File: config.mk
export PLATFORM = sky130hd
export DESIGN_NAME = instr_encoder
export DESIGN_NICKNAME = d
export VERILOG_FILES = /design/src/rtl/riscv_pkg.sv /design/src/rtl/fifo2.sv /design/src/rtl/instr_encoder.sv
export SDC_FILE = /design/constraint.sdc
export NUM_CORES = 1
export LEC_CHECK = 0
export ABC_CLOCK_PERIOD_IN_PS = 3200
export BUFFER_PORTS_ARGS = -buffer_cell sky130_fd_sc_hd__buf_2
export CAP_MARGIN = 5
export CELL_PAD_IN_SITES_DETAIL_PLACEMENT = 0
export CELL_PAD_IN_SITES_GLOBAL_PLACEMENT = 1
export CORE_AREA = 4 4 159 161
export CTS_BUF_LIST = sky130_fd_sc_hd__clkbuf_16
export DETAILED_ROUTE_END_ITERATION = 12
export DIE_AREA = 0 0 163 165
export HOLD_SLACK_MARGIN = 0.06
export PLACE_DENSITY_LB_ADDON = 0.1
export RECOVER_POWER = 25
export SYNTH_ARGS = -nofsm -noshare
export SYNTH_HDL_FRONTEND = slang
export SYNTH_HIERARCHICAL = 1
export SYNTH_SLANG_ARGS = --single-unit
File: constraint.sdc
create_clock -name clk -period 3.2 [get_ports clk]
set_input_delay 0.16 -clock clk [delete_from_list [all_inputs] [get_ports clk]]
set_output_delay 0.16 -clock clk [all_outputs]
set_load 0.01 [all_outputs]
File: src/rtl/riscv_pkg.sv
// riscv_pkg -- shared RV32I constants for the micro-op encoder and the decode
// controller: micro-op class codes, major opcodes, func3/func7 values, the
// FIFO state encoding and a signed-range helper used by the legality checks.
package riscv_pkg;

  // Micro-op class as presented on in_class.
  typedef enum logic [2:0] {
    CLS_R    = 3'd0,
    CLS_I    = 3'd1,
    CLS_LOAD = 3'd2,
    CLS_JALR = 3'd3,
    CLS_S    = 3'd4,
    CLS_B    = 3'd5,
    CLS_J    = 3'd6,
    CLS_U    = 3'd7
  } uop_class_e;

  // RV32I major opcodes.
  localparam logic [6:0] OPC_R    = 7'b0110011;
  localparam logic [6:0] OPC_I    = 7'b0010011;
  localparam logic [6:0] OPC_LOAD = 7'b0000011;
  localparam logic [6:0] OPC_JALR = 7'b1100111;
  localparam logic [6:0] OPC_S    = 7'b0100011;
  localparam logic [6:0] OPC_B    = 7'b1100011;
  localparam logic [6:0] OPC_J    = 7'b1101111;
  localparam logic [6:0] OPC_U    = 7'b0110111;

  // func3 values referenced by the legality rules.
  localparam logic [2:0] F3_ADD  = 3'b000;
  localparam logic [2:0] F3_SLL  = 3'b001;
  localparam logic [2:0] F3_SR   = 3'b101;
  localparam logic [2:0] F3_LW   = 3'b010;
  localparam logic [2:0] F3_SW   = 3'b010;
  localparam logic [2:0] F3_JALR = 3'b000;
  localparam logic [2:0] F3_BEQ  = 3'b000;
  localparam logic [2:0] F3_BNE  = 3'b001;
  localparam logic [2:0] F3_BLT  = 3'b100;
  localparam logic [2:0] F3_BGE  = 3'b101;

  // func7 values for R-class.
  localparam logic [6:0] F7_BASE = 7'b0000000;
  localparam logic [6:0] F7_ALT  = 7'b0100000;

  // Occupancy states of the two-entry output buffer.
  typedef enum logic [1:0] {
    FIFO_EMPTY = 2'd0,
    FIFO_ONE   = 2'd1,
    FIFO_FULL  = 2'd2
  } fifo_state_e;

  // True when v, read as two's complement, is representable in msb+1 bits,
  // i.e. bits [31:msb] are all copies of the sign bit.
  function automatic logic fits_signed(input logic [31:0] v, input int unsigned msb);
    logic [31:0] top;
    top = $signed(v) >>> msb;
    return (top == 32'h0000_0000) || (top == 32'hFFFF_FFFF);
  endfunction

endpackage

File: src/rtl/fifo2.sv
// fifo2 -- two-entry first-word-fall-through buffer.
//   clk, rst (async active-low), flush (sync clear)
//   push/din   : write side (caller guarantees !full when pushing)
//   pop        : read side, consumes dout when valid
//   dout/valid : head entry and its presence flag (registered)
//   not_full   : room for at least one more entry (registered)
// Entry 0 is always the head, so dout comes straight from a flop.
module fifo2
  import riscv_pkg::*;
#(
  parameter int W = 64
) (
  input  logic         clk,
  input  logic         rst,
  input  logic         flush,
  input  logic         push,
  input  logic [W-1:0] din,
  input  logic         pop,
  output logic [W-1:0] dout,
  output logic         valid,
  output logic         not_full
);

  fifo_state_e  state_q, state_d;
  logic [W-1:0] e0_q, e0_d;
  logic [W-1:0] e1_q, e1_d;
  logic         valid_q, valid_d;
  logic         not_full_q, not_full_d;

  // Next-state and storage update for the occupancy FSM.
  always_comb begin
    state_d = state_q;
    e0_d    = e0_q;
    e1_d    = e1_q;
    if (flush) begin
      state_d = FIFO_EMPTY;
      e0_d    = {W{1'b0}};
      e1_d    = {W{1'b0}};
    end else begin
      case (state_q)
        FIFO_EMPTY: begin
          if (push) begin
            e0_d    = din;
            state_d = FIFO_ONE;
          end else begin
            state_d = FIFO_EMPTY;
          end
        end
        FIFO_ONE: begin
          if (push && pop) begin
            // Head leaves and the new word becomes the head.
            e0_d    = din;
            state_d = FIFO_ONE;
          end else if (push) begin
            e1_d    = din;
            state_d = FIFO_FULL;
          end else if (pop) begin
            state_d = FIFO_EMPTY;
          end else begin
            state_d = FIFO_ONE;
          end
        end
        FIFO_FULL: begin
          if (pop) begin
            e0_d    = e1_q;
            state_d = FIFO_ONE;
          end else begin
            state_d = FIFO_FULL;
          end
        end
        default: begin
          state_d = FIFO_EMPTY;
        end
      endcase
    end
    valid_d    = (state_d != FIFO_EMPTY);
    not_full_d = (state_d != FIFO_FULL);
  end

  // State, storage and status flags.
  always_ff @(posedge clk or negedge rst) begin
    if (!rst) begin
      state_q    <= FIFO_EMPTY;
      e0_q       <= {W{1'b0}};
      e1_q       <= {W{1'b0}};
      valid_q    <= 1'b0;
      not_full_q <= 1'b1;
    end else begin
      state_q    <= state_d;
      e0_q       <= e0_d;
      e1_q       <= e1_d;
      valid_q    <= valid_d;
      not_full_q <= not_full_d;
    end
  end

  assign dout     = e0_q;
  assign valid    = valid_q;
  assign not_full = not_full_q;

endmodule

File: src/rtl/instr_encoder.sv
// instr_encoder -- turns micro-ops into RV32I instruction words.
//   clk, rst (async active-low), flush (sync clear of buffer and address)
//   in_valid/in_ready + in_class/in_func3/in_sub/in_rd/in_rs1/in_rs2/in_imm
//   out_valid/out_ready + out_instr/out_addr
//   illegal   : sticky, set by any rejected micro-op
//   err_count : saturating count of rejected micro-ops
// Legal micro-ops are encoded combinationally and pushed with their address
// into a two-entry buffer; illegal ones are dropped without using an address.
module instr_encoder
  import riscv_pkg::*;
(
  input  logic        clk,
  input  logic        rst,
  input  logic        in_valid,
  output logic        in_ready,
  input  logic [2:0]  in_class,
  input  logic [2:0]  in_func3,
  input  logic        in_sub,
  input  logic [4:0]  in_rd,
  input  logic [4:0]  in_rs1,
  input  logic [4:0]  in_rs2,
  input  logic [31:0] in_imm,
  input  logic        flush,
  output logic        out_valid,
  input  logic        out_ready,
  output logic [31:0] out_instr,
  output logic [31:0] out_addr,
  output logic        illegal,
  output logic [7:0]  err_count
);

  uop_class_e  cls_s;
  logic        legal_s;
  logic [31:0] enc_s;
  logic        accept_s, push_s, pop_s;
  logic        fifo_not_full_s;
  logic [63:0] fifo_dout_s;

  logic [31:0] addr_q, addr_d;
  logic        illegal_q, illegal_d;
  logic [7:0]  err_q, err_d;
  // Held low through reset so in_ready only rises on the first edge after release.
  logic        ready_en_q, ready_en_d;

  assign cls_s = uop_class_e'(in_class);

  // Legality of the presented micro-op (func3 subset and immediate range).
  always_comb begin
    legal_s = 1'b0;
    case (cls_s)
      CLS_R:    legal_s = (in_func3 != F3_SLL) && (!in_sub || (in_func3 == F3_ADD));
      CLS_I:    legal_s = (in_func3 != F3_SLL) && (in_func3 != F3_SR) &&
                          fits_signed(in_imm, 32'd11);
      CLS_LOAD: legal_s = (in_func3 == F3_LW) && fits_signed(in_imm, 32'd11);
      CLS_JALR: legal_s = (in_func3 == F3_JALR) && fits_signed(in_imm, 32'd11);
      CLS_S:    legal_s = (in_func3 == F3_SW) && fits_signed(in_imm, 32'd11);
      CLS_B:    legal_s = ((in_func3 == F3_BEQ) || (in_func3 == F3_BNE) ||
                           (in_func3 == F3_BLT) || (in_func3 == F3_BGE)) &&
                          fits_signed(in_imm, 32'd12) && !in_imm[0];
      CLS_J:    legal_s = fits_signed(in_imm, 32'd20) && !in_imm[0];
      CLS_U:    legal_s = (in_imm[11:0] == 12'h000);
      default:  legal_s = 1'b0;
    endcase
  end

  // Field placement for each RV32I format.
  always_comb begin
    enc_s = 32'h0000_0000;
    case (cls_s)
      CLS_R:    enc_s = {(in_sub ? F7_ALT : F7_BASE), in_rs2, in_rs1, in_func3, in_rd, OPC_R};
      CLS_I:    enc_s = {in_imm[11:0], in_rs1, in_func3, in_rd, OPC_I};
      CLS_LOAD: enc_s = {in_imm[11:0], in_rs1, in_func3, in_rd, OPC_LOAD};
      CLS_JALR: enc_s = {in_imm[11:0], in_rs1, in_func3, in_rd, OPC_JALR};
      CLS_S:    enc_s = {in_imm[11:5], in_rs2, in_rs1, in_func3, in_imm[4:0], OPC_S};
      CLS_B:    enc_s = {in_imm[12], in_imm[10:5], in_rs2, in_rs1, in_func3,
                         in_imm[4:1], in_imm[11], OPC_B};
      CLS_J:    enc_s = {in_imm[20], in_imm[10:1], in_imm[11], in_imm[19:12], in_rd, OPC_J};
      CLS_U:    enc_s = {in_imm[31:12], in_rd, OPC_U};
      default:  enc_s = 32'h0000_0000;
    endcase
  end

  assign in_ready = ready_en_q && fifo_not_full_s && !flush;
  assign accept_s = in_valid && in_ready;
  assign push_s   = accept_s && legal_s;
  assign pop_s    = out_valid && out_ready;

  // Address counter, error flags and ready enable next values.
  always_comb begin
    ready_en_d = 1'b1;
    if (flush) begin
      addr_d = 32'h0000_0000;
    end else if (push_s) begin
      addr_d = addr_q + 32'd4;
    end else begin
      addr_d = addr_q;
    end
    if (accept_s && !legal_s) begin
      illegal_d = 1'b1;
      err_d     = (err_q == 8'hFF) ? err_q : (err_q + 8'd1);
    end else begin
      illegal_d = illegal_q;
      err_d     = err_q;
    end
  end

  // Address counter, error flags and ready enable.
  always_ff @(posedge clk or negedge rst) begin
    if (!rst) begin
      addr_q     <= 32'h0000_0000;
      illegal_q  <= 1'b0;
      err_q      <= 8'h00;
      ready_en_q <= 1'b0;
    end else begin
      addr_q     <= addr_d;
      illegal_q  <= illegal_d;
      err_q      <= err_d;
      ready_en_q <= ready_en_d;
    end
  end

  fifo2 #(.W(64)) u_fifo (
    .clk      (clk),
    .rst      (rst),
    .flush    (flush),
    .push     (push_s),
    .din      ({addr_q, enc_s}),
    .pop      (pop_s),
    .dout     (fifo_dout_s),
    .valid    (out_valid),
    .not_full (fifo_not_full_s)
  );

  assign out_addr  = fifo_dout_s[63:32];
  assign out_instr = fifo_dout_s[31:0];
  assign illegal   = illegal_q;
  assign err_count = err_q;

endmodule
After elaboration in Yosys (flattened, before gate mapping)
Index checks and enable logic that the tools add are counted. W data, S select, Z words.

Register bits: 174.

Bitwise gates (word level): 1. Reductions and logical operators: 41. Equal/unequal tests: 24. Add/sub/neg operators: 2. Multiplexer cells: 20.

Operator list (count): $mux W64 (7); $pmux W32 S8 (1); $pmux W64 S3 (1); $eq A32 B32 Y1 const B (3); $logic_not A32 Y1 (3); $mux W32 (2); $add A32 B3 Y32 const B (1); $eq A3 B3 Y1 const B (6); $logic_and A1 B1 Y1 (15); $logic_not A12 Y1 (1); $eq A3 B2 Y1 const B (3); $ne A3 B2 Y1 const B (3); $add A8 B1 Y8 const B (1); $eq A8 B8 Y1 const B (1); $mux W2 (4); $logic_or A1 B1 Y1 (7); $pmux W1 S7 (1); $eq A3 B1 Y1 const B (2); $logic_not A3 Y1 (2); $mux W6 (1); $pmux W2 S3 (1); $reduce_bool A2 Y1 (3); $logic_not A1 Y1 (4); $ne A2 B2 Y1 const B (2); other kinds (12) (13).

Depth between registers and ports, before layout
Gate-level depths: netlist of the first run.

Depth in word-level cells: 13. Depth in mapped cells: 13.

Hierarchy
Netlist of the first run, hierarchy kept.

Modules (own cells, without submodules): fifo2 (area an instance 6507.5 sq um, cells each 516, times used 1); instr_encoder (area an instance 2925.3 sq um, cells each 358, times used 1).

Worst setup path before layout of the first run
OpenSTA, ideal clock, no wires.

Path type: input -> register. From: in in_class[2]. To: reg u_fifo.e0_q[0], in the netlist u_fifo/dout[0]. Path slack: 309 ps. Cell stages on the path: 12. Data required time: 3075 ps. Data arrival time: 2766 ps. Setup time: 125 ps. Path through: clkbuf_1 a2111oi_0 nor3_1 a21oi_4 nor3_1 nor2_1 ha_1 nor2b_1 a211o_1 buf_6 buf_6 mux2_4.

Word-level cells in the longest chain between the ends: 7. Elaborated cells on any way between the ends: 15. Classes of those cells: 9 x eq/ne; 1 x mux; 5 x reduce/logical.

RTL lines: start, declared (line instr_encoder.sv:16) `input logic [2:0] in_class,`; $eq A3 B3 Y1 / $eq A3 B2 Y1 (equally long branches) (line instr_encoder.sv:50) `case (cls_s)`; $reduce_or A2 Y1 (no line); $pmux W1 S7 * (line instr_encoder.sv:50); $logic_and A1 B1 Y1 * (line instr_encoder.sv:85) `assign push_s = accept_s && legal_s;`; named net push_s (line instr_encoder.sv:35) `logic accept_s, push_s, pop_s;`; $logic_and A1 B1 Y1 (line fifo2.sv:50) `if (push && pop) begin`; $ne A3 B2 Y1 (no line); $reduce_and A4 Y1 (no line) *; end signal, assigned (line fifo2.sv:84) `e0_q <= {W{1'b0}};`; end, declared (line fifo2.sv:25) `logic [W-1:0] e0_q, e0_d;`.

Mark *: on every way through the listed nets, which the timed path passes. The rest lies on a longest branch. A chain may end at the register's enable or synchronous reset.

Worst setup path in the final report of the first run
From: reg u_fifo.not_full_q, in the netlist u_fifo/not_full. To: reg u_fifo.e0_q[24], in the netlist u_fifo/dout[24].

Word-level cells in the longest chain between the ends: 7. Elaborated cells on any way between the ends: 8. Classes of those cells: 2 x eq/ne; 6 x reduce/logical.

RTL lines: start, declared (line fifo2.sv:28) `logic not_full_q, not_full_d;`; start signal, assigned (line fifo2.sv:93) `not_full_q <= not_full_d;`; $logic_and A1 B1 Y1 * (2 in a row) (line instr_encoder.sv:83) `assign in_ready = ready_en_q && fifo_not_full_s && !flush;`; $logic_and A1 B1 Y1 * (line instr_encoder.sv:84) `assign accept_s = in_valid && in_ready;`; $logic_and A1 B1 Y1 * (line instr_encoder.sv:85); named net push_s (line instr_encoder.sv:35); $logic_and A1 B1 Y1 (line fifo2.sv:50); $ne A3 B2 Y1 (no line); $reduce_and A4 Y1 (no line) *.

Marked as above.

==> results.md, run 1 <==
- WP data arrival: 2.95 ns
- Clock power share: 0.447
- DRT Pass-1 Iters: 4
- Ys flop type: dfrtp_1
- HP Class: input pin to register
- Final setup vio count: 0
- Maxcap violations: 1
- Comb pwr share: 0.090
- Vias in the first global route: 7139
- Clock transition at path regs: 0.08 ns
- Fin crit period: 2.65 ns
- Sequential share of the synthesized area: 0.456
- DR WL/cell: 17.5 um
- Post-route cell area: 0.0111 sq mm
- Fin. max-slew vios: 63
- # diodes: 0
- 1st-iter DRT viols: 304
- I/O Buffers: 133
- Netlist Area Pre-Place: 0.00943 sq mm
- Max Root-Sink Buffers: 2
- Peak fanout along the critical path: 25
- Kind of critical path: register to register
- Critical Path End Type: register
- Setup TNS: 0 ns
- Clk_lat worst skew: 0.43 ns
- Antenna violations before repair: 1
- Ys Warns: 6
- Gr usage total: 0.178
- CTS resizes: 0
- Clock Sinks: 172
- Site Rows: 57
- RSZ-0062 raised after global routing: false
- Gr ovfl total: 0
- Hpwl dp: 15.7 mm
- Clock Tree Root: clkbuf_16
- CORE AREA: 0.0240 sq mm
- Netlist cell types: 60
- Die Y: 165 um
- Post-Syn Instances: 874
- Period utilization: 0.828
- CTS Buf Count: 17
- Max Clock Freq: 0.378 GHz
- Tightest Pin Transition: 1.70 ns
- Initial Util: 0.394
- R2R Setup Slk: 0.55 ns
- Fin Clk Skew: 0.0181 ns
- First-pass GRT wire length: 38.5 mm
- Via count: 6979
- H-tree levels: 4
- Die width: 163 um
- Sequential Power Share: 0.463
- Switching share of total power: 0.256
- Critical path startpoint category: register
- CTS tree: done
- Maximum VDD drop: 0.285 mV
- Nets: 1076
- Antenna viol nets, final: 0
- Max-slew headroom: -0.135
- Yosys reg bits: 172
- Psw: 0.00124 W
- Layout cells sized above 1: 0.235
- EDFF count, synth: 0
- Largest net degree at the start of global routing: 166
- Fill cells: 2362
- DRT Wirelength: 23.5 mm
- CP required: 3.50 ns
- P per Cell Area: 436 mW/mm^2
- Post-synth ARST share: 1.00
- Pleak: 5.07 nW
- Status: complete, but fails checks
- Failing checks: max-capacitance violations, max-slew violations
- # IOs: 134
- Syn Area/Cell: 10.8 sq um
- Internal cell power: 0.00361 W
- Tot Pwr: 0.00486 W
- P&R area growth vs syn: 18.1%
- Routed vias/inst: 5.19
- Drt drc: 0
- DIE AREA: 0.0269 sq mm
- Final Hold Vio Count: 0
- Post-Place Cell Area: 0.0106 sq mm
- Placer Congestion: 0.825
layout by cell type, fill, tap and decap left out, drive strengths merged, types with 13 or more instances in the layout:
| cell | n |
|---|---|
| a21oi | 38 |
| a22o | 64 |
| buf | 122 |
| clkbuf | 62 |
| dfrtp | 171 |
| inv | 20 |
| mux2 | 77 |
| mux2i | 66 |
| nand2 | 37 |
| nand3 | 14 |
| nor2 | 85 |
| nor2b | 70 |
| o21ai | 26 |
| o31ai | 13 |
| or3 | 17 |
layer usage:
layer	share of wire	wire length (um)	vias up	GRT usage
met5	0.00055	13	-	0
met4	0.0065	153	2	0.0358
met3	0.031	718	12	0.0334
met2	0.47	11000	118	0.285
met1	0.49	11600	3437	0.255
li1	-	-	3410	-
cell families after synthesis:
group	after synthesis	synth area share
simple gates	301	0.171
flops	172	0.456
compound gates	167	0.128
mux	143	0.186
buf+inv	71	0.0378
fa+ha+maj	9	0.0119
xor+xnor	9	0.00836
other cells	2	0.000796
synth_stat cells (10+ instances only):
library cell    n  share of area
o31ai_1        11         0.0088
nand3_1        14         0.0074
nand2_1        37          0.015
mux2_4         60          0.096
nor2_1         85          0.034
dfrtp_1       171           0.45
o22ai_1        10         0.0066
inv_1          11         0.0044
nand4_1        12         0.0080
mux2_2         13          0.016
a22o_1         64          0.059
o21ai_0        26          0.014
mux2i_1        66          0.070
a21oi_1        36          0.019
buf_2          20          0.011
nor2b_1        70          0.046
or3_1          16          0.011
clkbuf_1       29          0.012
what timing repair did:
item                                    CTS  global route
hold endpoints to repair                 59             0
endpoints found under the setup margin    0             0
buffers inserted                          0             0
hold buffers                              1             0
path summary, 6_finish.rpt:
path / from / endpoint / cells after the start
hold / removal: in_rd[4] / u_fifo/e1_q[11] / 4
hold reg to reg: illegal / illegal / 1
setup / recovery: u_fifo/not_full / u_fifo/dout[24] / 9
max in group asynchronous: rst / addr_q[4] / 3
setup reg to reg: u_fifo/not_full / u_fifo/dout[24] / 9
min in group asynchronous: rst / u_fifo/dout[54] / 2
stage by stage:
stage               cells  utilization  setup slack, ns  hold slack (ns)
finish               1344        0.465            0.551           0.0869
global route         1344        0.465            0.293           0.0845
CTS                  1344        0.467            0.543           0.0682
detailed placement   1312        0.442            0.141            0.206
global placement     1312        0.442            0.174            0.208
floorplan             881            -            0.309           -0.136
power by group through the flow:
stage | Clock (W) | Combinational (W) | Sequential, W
finish | 0.00217 | 0.000437 | 0.00225
global route | 0.00233 | 0.000498 | 0.00225
CTS | 0.00224 | 0.000449 | 0.00225
detailed placement | 0 | 0.000449 | 0.00229
global placement | 0 | 0.000448 | 0.00229
floorplan | 0 | 0.000214 | 0.00230
flip-flops by register name, indices dropped and copies added (netlist names):
signal and count:
illegal 1, u_fifo/dout 64, addr_q 30, u_fifo/state_q 2
u_fifo/not_full 1, u_fifo/valid 1, ready_en_q 1, u_fifo/e1_q 64
err_count 8
worst max-delay path, stage by stage (launching register included):
cell and delay (ns):
dfstp_2 0.53, nand2_1 0.04, nor2_1 0.23, nand2_1 0.29, nor2_1 0.22, buf_4 0.18
mux2i_1 0.09, a211o_4 0.28, buf_4 0.28, mux2_1 0.38
final cells by class:
type	count	area, sq um	share of cell area
clock buffer	17	425	0.0382
sequential	172	4310	0.387
clock inverter	14	179	0.0161
tap	324	405	0.0364
inverter	11	41.3	0.00371
multi-input combinational	638	4830	0.433
timing repair buffer	168	953	0.0856
(Power assumes the default switching activity.)
==> inputs of run 2 (changes only) <==
ABC_CLOCK_PERIOD_IN_PS = 2500   (was 3200)
clock period = 2.5 ns   (was 3.2 ns; I/O delays follow)
==> run 2 against run 1 <==
The flow still finishes with violations (max-capacitance violations, max-slew violations). Routed wire length rose by 0.81%. First-iteration DRC count is 27% higher. Setup slack got worse by 0.41 ns. Critical path depth increased by 3. Sequential power grew 28%. Clock power rose by 15%. Cell area grew 4.0%. Via count up 3.5%. Clock-buffer cell count stayed put. Largest power group unchanged.
==> results.md, run 2 (synthesized netlist as in run 1, its figures left out) <==
- H-tree levels: 4 (unchanged)
- CTS tree: done (unchanged)
- Post-layout util: 0.484 (was 0.465)
- Clock power share: 0.416 (was 0.447)
- Gr usage total: 0.181 (was 0.178)
- Pleak: 5.41 nW (was 5.07 nW)
- DR WL/cell: 17.1 um (was 17.5 um)
- I/O Buffers: 133 (unchanged)
- Routed vias/inst: 5.20 (was 5.19)
- HP Class: input pin to register (unchanged)
- Top Usage Layer GRT: met2 (unchanged)
- Initial Util: 0.394 (unchanged)
- Kind of critical path: input pin to register (was register to register)
- CORE AREA: 0.0240 sq mm (unchanged)
- CP max-delay cell: or3_4 (was dfstp_2)
- Final setup vio count: 0 (unchanged)
- Critical Path End Type: register (unchanged)
- Fin crit period: 2.36 ns
- Clk_lat worst skew: 0.42 ns (was 0.43 ns)
- Endpoint of the worst setup timing path: u_fifo/dout[24] (unchanged)
- Antenna violations before repair: 1 (unchanged)
- R2R Setup Slk: 0.21 ns (was 0.55 ns)
- Failing checks: max-capacitance violations, max-slew violations (unchanged)
- RSZ-0062 raised after global routing: false (unchanged)
- Critical path cell sequence: buf_2 -> nor4_4 -> nand3_2 -> or3_4 -> a31oi_4 -> nor3_4 -> nor2_4 -> ha_2 -> nor2b_2 -> a211o_4 -> buf_12 -> mux2_1 (was nand2_1 -> nor2_1 -> nand2_1 -> nor2_1 -> buf_4 -> mux2i_1 -> a211o_4 -> buf_4 -> mux2_1)
- Internal cell power: 0.00436 W (was 0.00361 W)
- R2r worst-path depth: 9 (unchanged)
- RR Startpoint: u_fifo/not_full (unchanged)
- Vias in the first global route: 7515 (was 7139)
- Maxcap violations: 1 (unchanged)
- Clock Sinks: 172 (unchanged)
- Largest net degree at the start of global routing: 166 (unchanged)
- Peak fanout along the critical path: 25 (unchanged)
- Site Rows: 57 (unchanged)
- Via count: 7222 (was 6979)
- Placer Congestion: 0.842 (was 0.825)
- Antenna viol nets, final: 0 (unchanged)
- DIE AREA: 0.0269 sq mm (unchanged)
- Period utilization: 0.944
- Drt drc: 0 (unchanged)
- Switching share of total power: 0.270 (was 0.256)
- # IOs: 134 (unchanged)
- Max-slew headroom: -0.0601 (was -0.135)
- Setup TNS: 0 ns (unchanged)
- DRT Pass-1 Iters: 4 (unchanged)
- 1st-iter DRT viols: 386 (was 304)
- CTS Buf Count: 17 (unchanged)
- Critical path startpoint category: input pin (was register)
- Fin. max-slew vios: 59 (was 63)
- Grt met3 use: 0.0339 (was 0.0334)
- Maximum VDD drop: 0.412 mV (was 0.285 mV)
- Met1 Track Usage GR: 0.248 (was 0.255)
- Gr ovfl total: 0 (unchanged)
- First-pass GRT wire length: 39.3 mm (was 38.5 mm)
- Layout cells sized above 1: 0.295 (was 0.235)
- Final Hold Vio Count: 0 (unchanged)
- Post-CTS Setup Inserts: 0 (unchanged)
- Tightest Pin Transition: 1.59 ns (was 1.70 ns)
- Met2 usage: 0.298 (was 0.285)
- Psw: 0.00161 W (was 0.00124 W)
- Hpwl dp: 16.2 mm (was 15.7 mm)
- CP startpoint: in_imm[27] (was u_fifo/not_full)
- Comb pwr share: 0.102 (was 0.090)
- P per Cell Area: 516 mW/mm^2 (was 436 mW/mm^2)
- Post-route cell area: 0.0116 sq mm (was 0.0111 sq mm)
- Nets: 1121 (was 1076)
- Die width: 163 um (unchanged)
- R2r endpoint: u_fifo/dout[24] (unchanged)
- Status: complete, but fails checks (unchanged)
- Fin Clk Skew: 0.0162 ns (was 0.0181 ns)
- Clock Tree Root: clkbuf_16 (unchanged)
- Die Y: 165 um (unchanged)
- Sequential Power Share: 0.482 (was 0.463)
- WP data arrival: 2.67 ns (was 2.95 ns)
- Placed Cells: 1354 (was 1312)
- Max Root-Sink Buffers: 2 (unchanged)
- DRT Wirelength: 23.7 mm (was 23.5 mm)
- Post-Place Cell Area: 0.0110 sq mm (was 0.0106 sq mm)
- P&R area growth vs syn: 22.8% (was 18.1%)
- Commonest non-fill, non-tap cell in the layout: dfrtp_1 (unchanged)
- # diodes: 0 (unchanged)
- Max Clock Freq: 0.424 GHz
- Commonest cells after routing, fill and taps aside: dfrtp_1, buf_2, nor2_1, nor2b_1, mux2i_1 (unchanged)
- Clock transition at path regs: 0.07 ns (was 0.08 ns)
- CP required: 2.81 ns (was 3.50 ns)
- Final std cells w/o fill: 1390 (was 1344)
- Critical Path Max Stage Delay: 0.42 ns (was 0.53 ns)
run 2: power by group through the flow:
stage	Clock (W)	Combinational, W	Sequential (W)
3_5_place_dp	0	0.000618	0.00293
2_1_floorplan	0	0.000278	0.00294
5_1_grt	0.00269	0.000687	0.00288
3_3_place_gp	0	0.000615	0.00293
4_1_cts	0.00258	0.000623	0.00288
6_report	0.00249	0.000610	0.00288
run 2: final cells by class:
class	instances	area, sq um
Tap cell	324	405
Inverter	11	41.3
Timing Repair Buffer	213	1410
Fill cell	2278	12400
Clock inverter	15	115
Multi-Input combinational cell	638	4890
Sequential cell	172	4310
Clock buffer	17	425
run 2: how the worst min path moves through the flow:
stage	startpoint	endpoint	slack, ns	cells past startpoint
floorplan	rst	addr_q[10]	-0.17	0
global placement	rst	u_fifo/dout[58]	0.16	1
detailed placement	rst	u_fifo/dout[58]	0.15	1
CTS	in_rs1[2]	u_fifo/e1_q[17]	0.06	3
global route	in_rs1[2]	u_fifo/e1_q[17]	0.08	3
finish	in_rs1[2]	u_fifo/e1_q[17]	0.08	3
run 2: what timing repair did:
action	in CTS	in global routing
endpoints found under the setup margin	0	2
endpoints found under the hold margin	61	0
hold buffers	4	0
resized for setup	0	1
run 2: through the flow:
step / setup WS, ns / hold slack (ns) / power [W]
CTS: 0.127 / 0.0642 / 0.00608
global route: 0.0186 / 0.0784 / 0.00626
detailed placement: -0.337 / 0.151 / 0.00355
finish: 0.140 / 0.0759 / 0.00598
floorplan: -0.125 / -0.171 / 0.00322
global placement: -0.255 / 0.157 / 0.00355
run 2: per-layer routing:
layer | wire [um] | vias to the layer above
li1 | - | 3510
met1 | 11400 | 3563
met2 | 11100 | 130
met3 | 904 | 17
met4 | 240 | 2
met5 | 13 | -
run 2: critical path, delay by kind of cell:
| kind | cells | cell delay [ns] |
|---|---|---|
| AO/OA/AOI/OAI | 2 | 0.50 |
| adder cells (fa/ha/maj) | 1 | 0.20 |
| buffers and inverters | 2 | 0.32 |
| multiplexers | 1 | 0.33 |
| AND/OR/NAND/NOR | 6 | 1.16 |
